## config.mk

```make
export PLATFORM = sky130hd
export DESIGN_NAME = dds_phase_to_amp
export DESIGN_NICKNAME = d
export VERILOG_FILES = /design/src/rtl/dds_pkg.sv /design/src/rtl/dds_quarter_sine_rom.sv /design/src/rtl/dds_phase_to_amp.sv
export SDC_FILE = /design/constraint.sdc
export NUM_CORES = 1
export LEC_CHECK = 0
export BUFFER_PORTS_ARGS = -buffer_cell sky130_fd_sc_hd__buf_2
export CAP_MARGIN = 20
export CORE_ASPECT_RATIO = 1.2
export CORE_MARGIN = 4
export CORE_UTILIZATION = 45
export DETAILED_ROUTE_END_ITERATION = 8
export PLACE_DENSITY = 0.67
export SKIP_LAST_GASP = 1
export SLEW_MARGIN = 20
export SYNTH_ARGS = -nofsm -noshare
export SYNTH_HDL_FRONTEND = slang
export SYNTH_SLANG_ARGS = --single-unit
```

## constraint.sdc

```tcl
create_clock -name clk -period 6.8 [get_ports clk]
set_input_delay 0.68 -clock clk [delete_from_list [all_inputs] [get_ports clk]]
set_output_delay 0.68 -clock clk [all_outputs]
set_load 0.02 [all_outputs]
```

## src/rtl/dds_pkg.sv

```systemverilog
// Shared constants, waveform encodings and the quarter-wave sine table generator
// for the DDS phase-to-amplitude stage.
package dds_pkg;

    localparam int PHASE_W = 8;
    localparam int OUT_W   = 8;
    localparam int QTR_AW  = 6;

    localparam logic [7:0] MIDSCALE = 8'd128;

    typedef enum logic [1:0] {
        WAVE_SINE   = 2'd0,
        WAVE_TRI    = 2'd1,
        WAVE_SAW    = 2'd2,
        WAVE_SQUARE = 2'd3
    } wave_t;

    // Q[k] = round(127 * sin(2*pi*(k+0.5)/256)), via a Taylor series so it folds to a constant.
    function automatic logic [6:0] qtr_sine(input int k);
        real x;
        real term;
        real sum;
        x    = 2.0 * 3.14159265358979323846 * (real'(k) + 0.5) / 256.0;
        term = x;
        sum  = x;
        for (int n = 1; n < 12; n++) begin
            term = -term * x * x / (real'(2 * n) * real'(2 * n + 1));
            sum  = sum + term;
        end
        return 7'($rtoi(127.0 * sum + 0.5));
    endfunction

endpackage

```

## src/rtl/dds_quarter_sine_rom.sv

```systemverilog
// 64x7 quarter-wave sine ROM with a registered read port.
module dds_quarter_sine_rom
    import dds_pkg::*;
(
    input  logic              clk,
    input  logic [QTR_AW-1:0] addr,
    output logic [6:0]        data
);

    logic [6:0] rom_tbl [0:(1 << QTR_AW) - 1];

    for (genvar gi = 0; gi < (1 << QTR_AW); gi++) begin : g_rom
        localparam logic [6:0] ROM_VAL = qtr_sine(gi);
        assign rom_tbl[gi] = ROM_VAL;
    end

    always_ff @(posedge clk) begin
        data <= rom_tbl[addr];
    end

endmodule

```

## src/rtl/dds_phase_to_amp.sv

```systemverilog
// Phase word to amplitude sample: wrap-synchronised waveform select, raw waveform
// generation and amplitude scaling about mid-scale.
module dds_phase_to_amp
    import dds_pkg::*;
(
    input  logic         clk,
    input  logic         reset,
    input  logic [7:0]   phase_in,
    input  logic         phase_valid,
    input  logic [1:0]   wave_sel,
    input  logic [7:0]   amp,
    output logic [7:0]   sample_out,
    output logic         sample_valid,
    output logic [1:0]   wave_active
);

    logic [7:0] prev_phase_reg;
    logic       first_reg;
    logic [7:0] phase1_reg;
    logic [7:0] amp1_reg;
    logic       v1_reg;
    logic [1:0] wave_active_reg;
    logic       wrap;

    assign wrap        = first_reg || (phase_in < prev_phase_reg);
    assign wave_active = wave_active_reg;

    always_ff @(posedge clk or negedge reset) begin
        if (!reset) begin
            prev_phase_reg  <= '0;
            first_reg       <= 1'b1;
            phase1_reg      <= '0;
            amp1_reg        <= '0;
            v1_reg          <= 1'b0;
            wave_active_reg <= WAVE_SINE;
        end else begin
            v1_reg <= phase_valid;
            if (phase_valid) begin
                phase1_reg     <= phase_in;
                amp1_reg       <= amp;
                prev_phase_reg <= phase_in;
                if (wrap) begin
                    wave_active_reg <= wave_sel;
                    first_reg       <= 1'b0;
                end
            end
        end
    end

    // Odd quadrants read the table mirrored: 63-i is simply ~i on six bits.
    logic [QTR_AW-1:0] rom_addr;
    logic [6:0]        rom_data;

    assign rom_addr = phase1_reg[6] ? ~phase1_reg[5:0] : phase1_reg[5:0];

    dds_quarter_sine_rom u_rom (
        .clk  (clk),
        .addr (rom_addr),
        .data (rom_data)
    );

    logic [7:0] alt2_reg;
    logic [7:0] amp2_reg;
    logic [1:0] wave2_reg;
    logic       neg2_reg;
    logic       v2_reg;
    logic [7:0] alt_next;

    always_comb begin
        alt_next = '0;
        case (wave_active_reg)
            WAVE_TRI:    alt_next = phase1_reg[7] ? ~{phase1_reg[6:0], 1'b0} : {phase1_reg[6:0], 1'b0};
            WAVE_SAW:    alt_next = phase1_reg;
            WAVE_SQUARE: alt_next = phase1_reg[7] ? 8'd0 : 8'd255;
            default:     alt_next = '0;
        endcase
    end

    // wave_active still holds this sample's waveform here: a newer wrap only lands on this same edge.
    always_ff @(posedge clk or negedge reset) begin
        if (!reset) begin
            alt2_reg  <= '0;
            amp2_reg  <= '0;
            wave2_reg <= WAVE_SINE;
            neg2_reg  <= 1'b0;
            v2_reg    <= 1'b0;
        end else begin
            alt2_reg  <= alt_next;
            amp2_reg  <= amp1_reg;
            wave2_reg <= wave_active_reg;
            neg2_reg  <= phase1_reg[7];
            v2_reg    <= v1_reg;
        end
    end

    logic [7:0] raw3_reg;
    logic [7:0] amp3_reg;
    logic       v3_reg;
    logic [7:0] sine_raw;

    assign sine_raw = neg2_reg ? (8'd127 - {1'b0, rom_data}) : (MIDSCALE + {1'b0, rom_data});

    always_ff @(posedge clk or negedge reset) begin
        if (!reset) begin
            raw3_reg <= MIDSCALE;
            amp3_reg <= '0;
            v3_reg   <= 1'b0;
        end else begin
            raw3_reg <= (wave2_reg == WAVE_SINE) ? sine_raw : alt2_reg;
            amp3_reg <= amp2_reg;
            v3_reg   <= v2_reg;
        end
    end

    logic signed [9:0]  diff;
    logic signed [9:0]  gain;
    logic signed [19:0] prod;
    logic signed [9:0]  scaled;

    assign diff   = $signed({2'b00, raw3_reg}) - 10'sd128;
    assign gain   = $signed({2'b00, amp3_reg}) + 10'sd1;
    assign prod   = diff * gain;
    assign scaled = 10'(prod >>> 8);

    always_ff @(posedge clk or negedge reset) begin
        if (!reset) begin
            sample_out   <= MIDSCALE;
            sample_valid <= 1'b0;
        end else begin
            sample_valid <= v3_reg;
            if (v3_reg) begin
                sample_out <= 8'(scaled + 10'sd128);
            end
        end
    end

endmodule

```

==> results.md <==
Place:
- The placer's final routability congestion estimate is 0.846.
- Input and output buffers added on the ports amount to 31.
- The HPWL after detailed placement is 8560 microns.

Global routing:
- The initial antenna violation count came to 0.
- Entering global routing, the biggest net connects 67 pins.
- In the global route stage, overall resource usage came out at 16.1%.
- The total congestion overflow after global routing is 0.
- The global-route wire length before repair is 19500 microns.
- The via count of the first global-routing pass is 4175.

Routing:
- Dividing the detail-routed via count by the number of cells gives 5.24.
- Before antenna repair, the detailed router went through 4 iterations.
- The average wire per cell in the routed design is 14.4 microns.
- The total via count in the routed design is 4068.
- The count of unresolved DRC violations after routing is 0.
- The detailed router finished its first iteration with 141 violations.
- The final layout contains routed wiring with a total length of 11200 microns.
- In this run the remaining antenna-violating nets after routing total 0.

Timing:
- For the pin with the worst max-slew slack, the measured transition is 0.952 ns.
- For this run, the top clock speed supported by timing is 0.170 GHz.
- The number of hold-slack violations in the final timing report is 0.
- In the final timing run, aggregate negative setup slack is 0 ns.
- The minimum period implied by the final worst setup slack is 5.87 ns.
- The tightest slew margin relative to the limit is 36.1%.
- Setup repair after global routing left no endpoint under its margin.
- The total of endpoints with negative setup slack in the final report is 0.
- The clock skew is 0.00790 ns.
- The final-report max-slew violation count is 0.
- Dividing the final minimum period by the clock period gives 86.3%.

Synthesis:
- The total number of yosys warnings is 0.
- Counting flops with an async set or reset pin after synthesis yields a share of 90.4%.
- Summed over all instances, the cell type with the most area after synthesis is dfrtp_1.
- The cell area after synthesis is 0.00577 sq mm.
- The number of enable flip-flop cells after synthesis is 0.
- Synthesis handed over a netlist of 587 instances.
- The main flop type after synthesis is dfrtp_1.
- Dividing the synthesized area by the synthesized cell count gives 9.82 sq um.
- The share of the synthesized area in the top cell type is 27.3%.
- The netlist uses 56 different library cells.
- Synthesis produced a netlist with a net count of 708.
- Yosys instantiated no cell more often than nand2_1.
- Ranked by instance count, the synthesized netlist is headed by nand2_1, inv_1, dfrtp_1.
- By area the synthesized netlist is led by dfrtp_1, fa_1, ha_1, nand2_1, inv_1.
- Sequential elements use 31.1% of the synthesized area.
- The number of flip-flops and latches in the synthesized netlist is 73.

Critical path:
- At the worst endpoint, the arrival time is 6.08 ns.
- The required arrival time at the worst endpoint is 7.02 ns.
- Among the stages of the critical path, the cell type that occurs most often is fa_1.
- The destination of the worst register-to-register timing path is sample_out[3].
- The worst-path cell with the longest stage delay is xnor2_1.
- STA classifies the critical path endpoint as a flip-flop.
- The delay of the slowest cell on the worst path is 0.63 ns.
- The worst setup path is of the flip-flop to flip-flop kind.
- The maximum fanout count along the critical path is 12.
- For flop-to-flop paths, the worst setup slack is 0.93 ns.
- The critical path launch point is amp3_reg[0].
- For the worst flop-to-flop path, the logic depth is 19.
- Traced cell by cell, the critical path runs through and2_1 > nand4_1 > xnor2_1 > nand2_1 > fa_1 > inv_1 > fa_1 > inv_1 > fa_1 > fa_1 > inv_1 > ha_1 > ha_1 > nand4bb_1 > o31a_1 > o21bai_4 > a21oi_2 > and4b_1 > or3_1.
- STA classifies the critical path startpoint as a flip-flop.
- The reg-to-reg startpoint is amp3_reg[0].

Clocking:
- For this design, the CTS-stage hold fixing added 0 buffers.
- The buffers inserted during post-CTS setup optimization is 0.
- Gates resized during post-CTS repair numbered 0.
- CTS built an H-tree with a depth of 3.
- The clock-pin transition on the worst setup and hold timing paths is 0.06 ns.
- The TritonCTS clock tree is yes.
- The tree is rooted in a clkbuf_16.
- The CTS sink count is 73.
- Counting the buffers created by CTS gives 9.
- The worst-skew pair later-pin latency is 0.34 ns.
- In this run the deepest clock path goes through 2 buffers.

Finish:
- The number of fill cells in the layout is 1174.
- Cells with a size suffix above 1 make up 12.6% of the layout.
- The net count reported at finish is 728.
- 0 antenna diodes ended up in the layout.
- The area added between synthesis and finish is 9.76%.

Floorplanning:
- Once the floorplan was initialized, standard cells occupied 45.7% of the core.
- In this run the vertical extent of the chip is 132 microns.
- In this run the core area contains 45 standard-cell rows.
- The total die area is 0.0147 sq mm.
- The die span in x is 111 microns.
- The count of pins on the block boundary is 32.
- The core region is 0.0126 sq mm.

Worst hold path:
- The worst min-delay path category is flip-flop to flip-flop.
- The worst hold path was traced through 0 stages.
- The endpoint with the worst hold slack is v2_reg.
- The worst hold path begins at v1_reg.

Run status:
- The flow ran to the end, and the final reports show no timing, DRC or antenna violations.

Flow run:
- Across the run, the number of max-cap violations was 0.
-- cell type report --
type	instances	area [sq um]	share of cell area, %
sequential	73	1800	28.4
tap	164	205	3.24
clock inverter	7	61.3	0.969
timing repair buffer	33	170	2.69
multi-input combinational	415	3590	56.7
clock buffer	9	225	3.56
inverter	75	282	4.45
-- per-layer routing --
metal / track usage (%) / up-vias / routed length (microns)
met5: 0 / - / 0
met4: 5.95 / 0 / 194
met3: 2.25 / 17 / 394
met2: 29.8 / 84 / 6220
met1: 18.9 / 2001 / 4410
li1: - / 1966 / -
-- worst max path at each step --
stage	end	slack (ns)	cells after the start
finish	sample_out[3]	0.93	19
CTS	sample_out[3]	0.95	19
detailed placement	sample_out[3]	0.97	19
global placement	sample_out[3]	1.10	19
global route	sample_out[7]	0.52	19
floorplan	sample_out[3]	1.38	20
-- kinds of logic after synthesis --
kind of cell    share of synthesized area, %
fa+ha+maj                               28.1
mux                                     4.34
compound gates                          10.7
flops                                   31.1
simple gates                            13.9
buf+inv                                 6.60
xor+xnor                                5.27
-- critical path, delay by kind of cell (launching register included) --
| kind | cells | cell delay [ns] |
|---|---|---|
| fa+ha+maj | 6 | 2.64 |
| simple gates | 6 | 1.18 |
| xor+xnor | 1 | 0.63 |
| compound gates | 3 | 0.60 |
| flops | 1 | 0.53 |
| buf+inv | 3 | 0.14 |
-- metrics by stage --
stage	instances	utilization, %	cell area, sq um	setup slack (ns)	hold slack (ns)
floorplan	587	-	5770	1.38	0.331
global placement	760	47.9	6040	1.10	0.335
detailed placement	760	47.9	6040	0.974	0.338
CTS	776	50.2	6330	0.952	0.351
global route	776	50.2	6330	0.522	0.352
finish	776	50.2	6330	0.932	0.349
-- cells in the final DEF, fill, tap and decap left out, types with 4 or more instances in the layout --
cell type  synthesis  final
nor2b_1            8      8
dfxtp_1            7      7
inv_1             75     75
fa_1              49     49
mux2i_1            7      7
buf_2              2     31
and2_1            24     24
dfrtp_1           63     63
nand2b_1           7      7
a21oi_1           16     16
a211oi_1           4      4
xnor2_1           24     24
a31oi_1            7      7
xor2_1             7      7
nor2_1            20     20
mux2_2            14     14
ha_1              51     51
nand2_1           76     76
o21ai_0           36     36
o211ai_1           7      7
nand3_1            8      8
clkbuf_16          0      9
a22o_1             8      8
Power is not shown: default switching activity piles up to over one toggle a cycle in this logic, so the estimate is an artifact.
